$ cat src/rtl/operand_fetch.sv
// operand_fetch: decode-to-execute stage. Drives register-file read addresses,
// resolves each source operand from the EX/MEM/WB bypass network or the
// register file, stalls on load-use hazards, and registers the result into
// the ID/EX pipeline register behind a valid/ready handshake.
module operand_fetch #(
    parameter int XLEN   = 32,
    parameter int CTRL_W = 16
) (
    input  logic              clk,
    input  logic              rst,
    input  logic              in_valid,
    output logic              in_ready,
    input  logic [4:0]        in_rs1,
    input  logic [4:0]        in_rs2,
    input  logic [4:0]        in_rd,
    input  logic              in_use_rs1,
    input  logic              in_use_rs2,
    input  logic [XLEN-1:0]   in_imm,
    input  logic [XLEN-1:0]   in_pc,
    input  logic [CTRL_W-1:0] in_ctrl,
    output logic [4:0]        rf_rs1,
    output logic [4:0]        rf_rs2,
    input  logic [XLEN-1:0]   rf_r1,
    input  logic [XLEN-1:0]   rf_r2,
    input  logic              ex_fwd_valid,
    input  logic              ex_is_load,
    input  logic [4:0]        ex_rd,
    input  logic [XLEN-1:0]   ex_data,
    input  logic              mem_fwd_valid,
    input  logic [4:0]        mem_rd,
    input  logic [XLEN-1:0]   mem_data,
    input  logic              wb_wen,
    input  logic [4:0]        wb_rd,
    input  logic [XLEN-1:0]   wb_data,
    input  logic              flush,
    output logic              out_valid,
    input  logic              out_ready,
    output logic [XLEN-1:0]   out_op1,
    output logic [XLEN-1:0]   out_op2,
    output logic [XLEN-1:0]   out_imm,
    output logic [XLEN-1:0]   out_pc,
    output logic [4:0]        out_rd,
    output logic [CTRL_W-1:0] out_ctrl,
    output logic [15:0]       stall_cnt
);

    // Bypass priority: youngest producer wins. A load in EX has no data yet,
    // so it never forwards (the hazard logic holds the consumer instead).
    // WB must be bypassed because the register file writes at the same edge
    // and a same-cycle read still returns the old value.
    function automatic logic [XLEN-1:0] pick_operand(
        input logic [4:0]      idx,
        input logic [XLEN-1:0] rf_val,
        input logic            ex_v,
        input logic            ex_ld,
        input logic [4:0]      ex_r,
        input logic [XLEN-1:0] ex_d,
        input logic            mem_v,
        input logic [4:0]      mem_r,
        input logic [XLEN-1:0] mem_d,
        input logic            wb_v,
        input logic [4:0]      wb_r,
        input logic [XLEN-1:0] wb_d
    );
        logic [XLEN-1:0] val;
        if (idx == 5'd0)
            val = '0;
        else if (ex_v && !ex_ld && (ex_r == idx))
            val = ex_d;
        else if (mem_v && (mem_r == idx))
            val = mem_d;
        else if (wb_v && (wb_r == idx))
            val = wb_d;
        else
            val = rf_val;
        return val;
    endfunction

    // Saturating increment for the stall counter.
    function automatic logic [15:0] sat_inc(input logic [15:0] v);
        return (v == 16'hFFFF) ? v : v + 16'd1;
    endfunction

    logic              vld_p1;
    logic [XLEN-1:0]   op1_p1;
    logic [XLEN-1:0]   op2_p1;
    logic [XLEN-1:0]   imm_p1;
    logic [XLEN-1:0]   pc_p1;
    logic [4:0]        rd_p1;
    logic [CTRL_W-1:0] ctrl_p1;
    logic [15:0]       stall_q;

    logic [XLEN-1:0]   op1_p0;
    logic [XLEN-1:0]   op2_p0;
    logic              hazard;
    logic              slot_free;
    logic              accept;

    assign rf_rs1 = in_rs1;
    assign rf_rs2 = in_rs2;

    // Stage p0: operand selection, hazard detection and handshake.
    always_comb begin
        op1_p0 = pick_operand(in_rs1, rf_r1, ex_fwd_valid, ex_is_load, ex_rd, ex_data,
                              mem_fwd_valid, mem_rd, mem_data, wb_wen, wb_rd, wb_data);
        op2_p0 = pick_operand(in_rs2, rf_r2, ex_fwd_valid, ex_is_load, ex_rd, ex_data,
                              mem_fwd_valid, mem_rd, mem_data, wb_wen, wb_rd, wb_data);
        hazard = in_valid && ex_fwd_valid && ex_is_load && (ex_rd != 5'd0) &&
                 ((in_use_rs1 && (in_rs1 == ex_rd)) || (in_use_rs2 && (in_rs2 == ex_rd)));
        slot_free = !vld_p1 || out_ready;
        in_ready  = slot_free && !hazard && !flush;
        accept    = in_valid && in_ready;
    end

    // Stage p1: ID/EX register; holds while the consumer back-pressures.
    always_ff @(posedge clk) begin
        if (rst) begin
            vld_p1  <= 1'b0;
            op1_p1  <= '0;
            op2_p1  <= '0;
            imm_p1  <= '0;
            pc_p1   <= '0;
            rd_p1   <= '0;
            ctrl_p1 <= '0;
        end else if (flush) begin
            vld_p1 <= 1'b0;
        end else if (accept) begin
            vld_p1  <= 1'b1;
            op1_p1  <= op1_p0;
            op2_p1  <= op2_p0;
            imm_p1  <= in_imm;
            pc_p1   <= in_pc;
            rd_p1   <= in_rd;
            ctrl_p1 <= in_ctrl;
        end else if (out_ready) begin
            vld_p1 <= 1'b0;
        end
    end

    // Count cycles lost to load-use stalls (only when the slot could otherwise advance).
    always_ff @(posedge clk) begin
        if (rst)
            stall_q <= 16'd0;
        else if (hazard && !flush && slot_free)
            stall_q <= sat_inc(stall_q);
    end

    assign out_valid = vld_p1;
    assign out_op1   = op1_p1;
    assign out_op2   = op2_p1;
    assign out_imm   = imm_p1;
    assign out_pc    = pc_p1;
    assign out_rd    = rd_p1;
    assign out_ctrl  = ctrl_p1;
    assign stall_cnt = stall_q;

endmodule

$ cat config.mk
export PLATFORM = sky130hd
export DESIGN_NAME = operand_fetch
export DESIGN_NICKNAME = d
export VERILOG_FILES = /design/src/rtl/operand_fetch.sv
export SDC_FILE = /design/constraint.sdc
export NUM_CORES = 1
export LEC_CHECK = 0
export CAP_MARGIN = 20
export CORE_UTILIZATION = 35
export DETAILED_ROUTE_END_ITERATION = 6
export DONT_BUFFER_PORTS = 1
export MAX_ROUTING_LAYER = met4
export PLACE_DENSITY = 0.47
export SKIP_CTS_REPAIR_TIMING = 1
export SLEW_MARGIN = 10
export SYNTH_ARGS = -nofsm -noshare
export SYNTH_HDL_FRONTEND = slang
export SYNTH_SLANG_ARGS = --single-unit
export TNS_END_PERCENT = 100
$ cat constraint.sdc
create_clock -name clk -period 2.35 [get_ports clk]
set_input_delay 0.3525 -clock clk [delete_from_list [all_inputs] [get_ports clk]]
set_output_delay 0.3525 -clock clk [all_outputs]
set_load 0.02 [all_outputs]
### Word-level counts from Yosys, hierarchy flattened

Index checks and enable logic that the tools add are counted.

* register bits after elaboration: 166
* bits in latches: 0
* RAM bits: 0
* ROM bits: 0
* logic and storage cells: 61
* memories kept: 0

* $add $sub $neg: 1
* $mul: 0
* div/mod/pow operators: 0
* $lt $le $gt $ge: 0
* equality and inequality tests: 9
* shift operators: 0
* multiplexer cells: 10
* bitwise operators: 2
* reductions and logical operators: 31

Operators by type and width (number)
* 32-bit 2-to-1 mux: 8
* 5-bit equality test: 8
* 1-bit logical AND: 18
* 16-bit by 1-bit adder with 16-bit output, second input constant: 1
* 16-bit equality test, second input constant: 1
* 5-bit logical NOT: 2
* 5-bit nonzero test: 1
* 1-bit logical NOT: 4
* 2-bit AND reduction: 2
* 1-bit logical OR: 2
* 1-bit 2-to-1 mux: 2
* 1-bit inverter: 2
* 2-bit nonzero test: 1
* 2-bit OR reduction: 1

### Longest topological paths before layout

* depth after elaboration: 9
* depth in mapped cells: 8
* gate-level depth less buffers: 6

### Least setup slack after synthesis

No wires, ideal clock.

* path type: input port to output port
* start point: in ex_rd[1]
* end point: out in_ready
* arrival: 1.872 ns
* data required time: 1.997 ns
* slack: 0.125 ns
* stages on the path: 6
* path through: or4_1 o2111ai_1 buf_2 buf_2 buf_2 o21a_1

* longest elaborated chain between the ends: 7
* elaborated cells on any way between the ends: 11
* classes of those cells: eq/ne: 2; reduce/logical: 9

Ends and longest elaborated chain
* start: declaration: RTL line 27 `input logic [4:0] ex_rd,`
* 5-bit equality test: RTL line 109 `((in_use_rs1 && (in_rs1 == ex_rd)) || (in_use_rs2 && (in_rs2 == ex_rd)));`
* 1-bit logical AND: RTL line 109
* 1-bit logical OR: RTL line 109
* 1-bit logical AND *: RTL line 108 `hazard = in_valid && ex_fwd_valid && ex_is_load && (ex_rd != 5'd0) &&`
* 1-bit logical NOT *: RTL line 111 `in_ready = slot_free && !hazard && !flush;`
* 1-bit logical AND * (2 in series): RTL line 111
* end: declaration: RTL line 12 `output logic in_ready,`

Every way passes the cells marked *; elsewhere a longest branch is shown, timed or not.

### Worst setup path after layout

* start point: reg vld_p1 (netlist: out_valid)
* end point: reg op1_p1[12] (netlist: out_op1[12])

* longest elaborated chain between the ends: 6

Ends and longest elaborated chain
* start: declaration: RTL line 84 `logic vld_p1;`
* start signal: assignment: RTL line 118 `vld_p1 <= 1'b0;`
* start signal: assignment: RTL line 126 `vld_p1 <= 1'b0;`
* start signal: assignment: RTL line 128 `vld_p1 <= 1'b1;`
* 1-bit logical NOT: RTL line 110 `slot_free = !vld_p1 || out_ready;`
* 1-bit logical OR: RTL line 110
* 1-bit logical AND (2 in series): RTL line 111
* 1-bit logical AND: RTL line 112 `accept = in_valid && in_ready;`
* 2-bit AND reduction (no line)
* end signal: assignment: RTL line 129 `op1_p1 <= op1_p0;`
* end: declaration: RTL line 85 `logic [XLEN-1:0] op1_p1;`

No other way between the ends.
A chain may end at the register's enable or synchronous reset.

==> out/summary.md <==
Logic synthesis
* **cell area after synthesis** 0.0109 sq mm
* **sequential cell area fraction in the yosys report** 30.4%
* **syn avg cell area** 8.00 sq um
* **cell accounting for the most synthesized area** sky130_fd_sc_hd__dfxtp_1
* **top-count cell post-synth** sky130_fd_sc_hd__nand2b_1
* **proportion of synthesized area in mux cells** 8.90%
* **Commonest cells post-synth** 236 x sky130_fd_sc_hd__nand2b_1, 166 x sky130_fd_sc_hd__dfxtp_1, 149 x sky130_fd_sc_hd__nor2_1
* **main combinational cell family by area after synthesis** simple AND/OR/NAND/NOR gates
* **post-synthesis simple-gate area fraction** 34.0%
* **FFs w/ async S/R, synth** 0%
* **number of warnings issued by yosys** 0
* **area share of the largest cell type after synthesis** 30.4%
* **flop and latch count out of synthesis** 166
* **total nets after synthesis** 1650
* **gate count after technology mapping** 1368
* **primary flip-flop cell chosen by synthesis mapping** sky130_fd_sc_hd__dfxtp_1
* **Compound-Gate Fraction of Synth Area** 18.3%
* **parity-gate share of the synthesized area counting xor and xnor cells** 2.40%
* **post-synthesis cell type count** 44
* **Post-synth EDFFs** 0
* **largest cells by area after synthesis** sky130_fd_sc_hd__dfxtp_1 30%, sky130_fd_sc_hd__nand2b_1 13%, sky130_fd_sc_hd__mux2i_1 7.9%
* **area share of fa/ha/maj cells after synthesis** 0.114%

Worst setup path
* **Critical R2R Capture** out_op1[12]
* **total buffers and inverters traversed by the critical path** 1
* **ordered cell list for the critical path** nor2b_1, nor3b_2, nor3b_2, buf_4, nand3_1, o211ai_1
* **reg-to-reg setup timing slack** 190 ps
* **depth of the most critical reg-to-reg path** 6
* **Crit path max-delay family** simple AND/OR/NAND/NOR gates
* **most prevalent standard cell on the critical path** sky130_fd_sc_hd__nor3b_2
* **R2R Path Start** out_valid
* **required time of the worst setup path** 2700 ps
* **Slowest-stage cell, CP** sky130_fd_sc_hd__nor3b_2
* **maximum net fanout on the critical path** 14
* **Setup CP Type** reg2reg
* **CP Launch Type** register
* **arrival time worst endpoint** 2510 ps
* **largest incremental delay on the critical path** 750 ps
* **sort of element at the end of the critical path** register

GRT
* **maximum number of pins on one net before global-route repair** 265
* **antenna violations before repair** 15
* **overflow left after global routing** 0
* **total global-route track usage** 25.8%
* **vias in the first global route** 9351
* **first-pass GRT wire length** 59.8 mm

Die
* **initial core utilization** 35.7%
* **floorplan die width** 179 um
* **core footprint** 0.0307 sq mm
* **area of the die** 0.0320 sq mm
* **die height** 179 um
* **io pins** 458
* **Cell Rows** 64

Power
* **Pwr Total** 7.37 mW
* **Static Leak** 4.25 nW
* **share of power burned in combinational logic** 12.9%
* **sequential cell fraction of total power** 44.0%
* **Clock Power Share** 43.1%
* **Internal Pwr Total** 5.20 mW
* **Power per Cell Area** 599 mW/mm^2
* **Switching Fraction** 29.4%
* **switching pwr** 2.17 mW
* **maximum VDD drop** 0.546 mV

Clock network
* **Clock Pin Slew Worst Setup and Hold Paths** 70 ps
* **clock latency reported for the late side of the worst-skew pair** 440 ps
* **TritonCTS buffer count** 17
* **root buf cell** sky130_fd_sc_hd__clkbuf_16
* **deepest level of the CTS H-tree** 4
* **TritonCTS clock tree** built
* **number of clock sinks** 166
* **buffers from clock root to sink, at most** 2

Cells and area
* **net count reported at finish** 1590
* **layout cell share with drive strength beyond 1** 9.54%
* **growth of design area from synthesis to finish** 12.4%

STA
* **slew margin rel.** 42.7%
* **post-route clock period utilization** 91.8%
* **RSZ-0062 raised after global routing** no
* **total negative slack** 0 ps
* **maximum clock skew at final layout** 10.7 ps
* **shortest clock period the worst path allows after layout** 2160 ps
* **count of final max-slew check failures** 0
* **maximum clock frequency** 463 MHz
* **number of setup violations in the final report** 0
* **final hold vios** 0
* **slew at the pin closest to its max-slew limit** 856 ps

Routing
* **DR vias/cell** 5.76
* **violation count after the first detailed-route iteration** 602
* **WL per Instance** 24.2 um
* **count of TritonRoute iterations in the first routing pass** 7
* **Post-route DRC** 0
* **post-route antenna net violation count** 0
* **wire length reported by the detailed router** 42.1 mm
* **Vias** 10018

Place
* **I/O Buffers** 0
* **hpwl dp** 29.6 mm
* **GPL Wtd Cong** 0.834

Hold path
* **end of the worst hold path** out_valid
* **hold wc startpoint** flush
* **number of cells on the worst hold path** 2
* **worst min-delay path class** in2reg

Outcome
* **run status** completed

Flow run
* **max-capacitance violation count** 0

-- sequential cells by signal (all words and copies together), names as in the netlist --
signal	cells
out_imm	32
out_op1	32
out_op2	32
out_pc	32
out_ctrl	16
stall_cnt	16
out_rd	5
out_valid	1
-- metal layers --
layer / vias up / share of wire [%] / GRT usage, %
met4: 0 / 3.1 / 9.25
li1: 4772 / - / -
met3: 63 / 10 / 10.3
met5: - / 0 / -
met2: 449 / 48 / 42.8
met1: 4734 / 39 / 27.7
-- power by group through the flow --
stage                     clock network (mW)  registers [mW]  logic, mW
after floorplan                            0            3.25      0.728
after global placement                     0            3.31      0.938
after detailed placement                   0            3.31      0.948
after CTS                               3.25            3.25      0.950
after global routing                    3.36            3.26       1.03
final                                   3.17            3.24      0.950
-- worst max path at each step --
stage | cells past startpoint | from | to
final | 6 | out_valid | out_op1[12]
after global routing | 6 | out_valid | out_op1[13]
after CTS | 6 | out_valid | out_op1[12]
after detailed placement | 6 | ex_rd[1] | out_op1[12]
after global placement | 8 | wb_rd[1] | out_op2[14]
after floorplan | 6 | ex_rd[1] | in_ready
-- stage by stage --
| stage | instances | area (sq um) | worst slack [ps] | util (%) | hold WS (ps) |
|---|---|---|---|---|---|
| after floorplan | 1368 | 10900 | 125 | - | 508 |
| after global placement | 1684 | 11600 | 92.6 | 37.8 | 439 |
| after detailed placement | 1684 | 11600 | 77.9 | 37.8 | 437 |
| after CTS | 1716 | 12200 | 180 | 39.9 | -34.0 |
| after global routing | 1732 | 12300 | 36.1 | 40.0 | -17.0 |
| final | 1739 | 12300 | 192 | 40.1 | 62.5 |
-- cells by family (layout without fill, tap and decap cells) --
logic type | after synthesis | in the layout
xor+xnor | 30 | 30
fa+ha+maj | 1 | 1
other cells | 0 | 22
simple gates | 651 | 651
flops | 166 | 166
compound gates | 278 | 278
buf+inv | 146 | 99
mux | 96 | 96
-- placed cells by master, fill, tap and decap left out, types with 64 or more instances in the layout --
cell / synthesis / layout
sky130_fd_sc_hd__nand2b_1: 236 / 236
sky130_fd_sc_hd__dfxtp_1: 166 / 166
sky130_fd_sc_hd__nor2_1: 149 / 148
sky130_fd_sc_hd__mux2i_1: 86 / 86
sky130_fd_sc_hd__nand3_1: 73 / 73
sky130_fd_sc_hd__a21oi_1: 69 / 69
sky130_fd_sc_hd__o211ai_1: 68 / 68
sky130_fd_sc_hd__and3_1: 67 / 67
sky130_fd_sc_hd__a21boi_0: 64 / 64
sky130_fd_sc_hd__nand3b_1: 64 / 64
-- area by class of cell --
type | instances | area [sq um]
Clock buffer | 17 | 425
Inverter | 2 | 7.51
Clock inverter | 15 | 216
Antenna cell | 22 | 55.1
Timing Repair Buffer | 65 | 691
Fill cell | 3150 | 18400
Tap cell | 396 | 495
Multi-Input combinational cell | 1056 | 7090
Sequential cell | 166 | 3320
(Power assumes the default switching activity.)
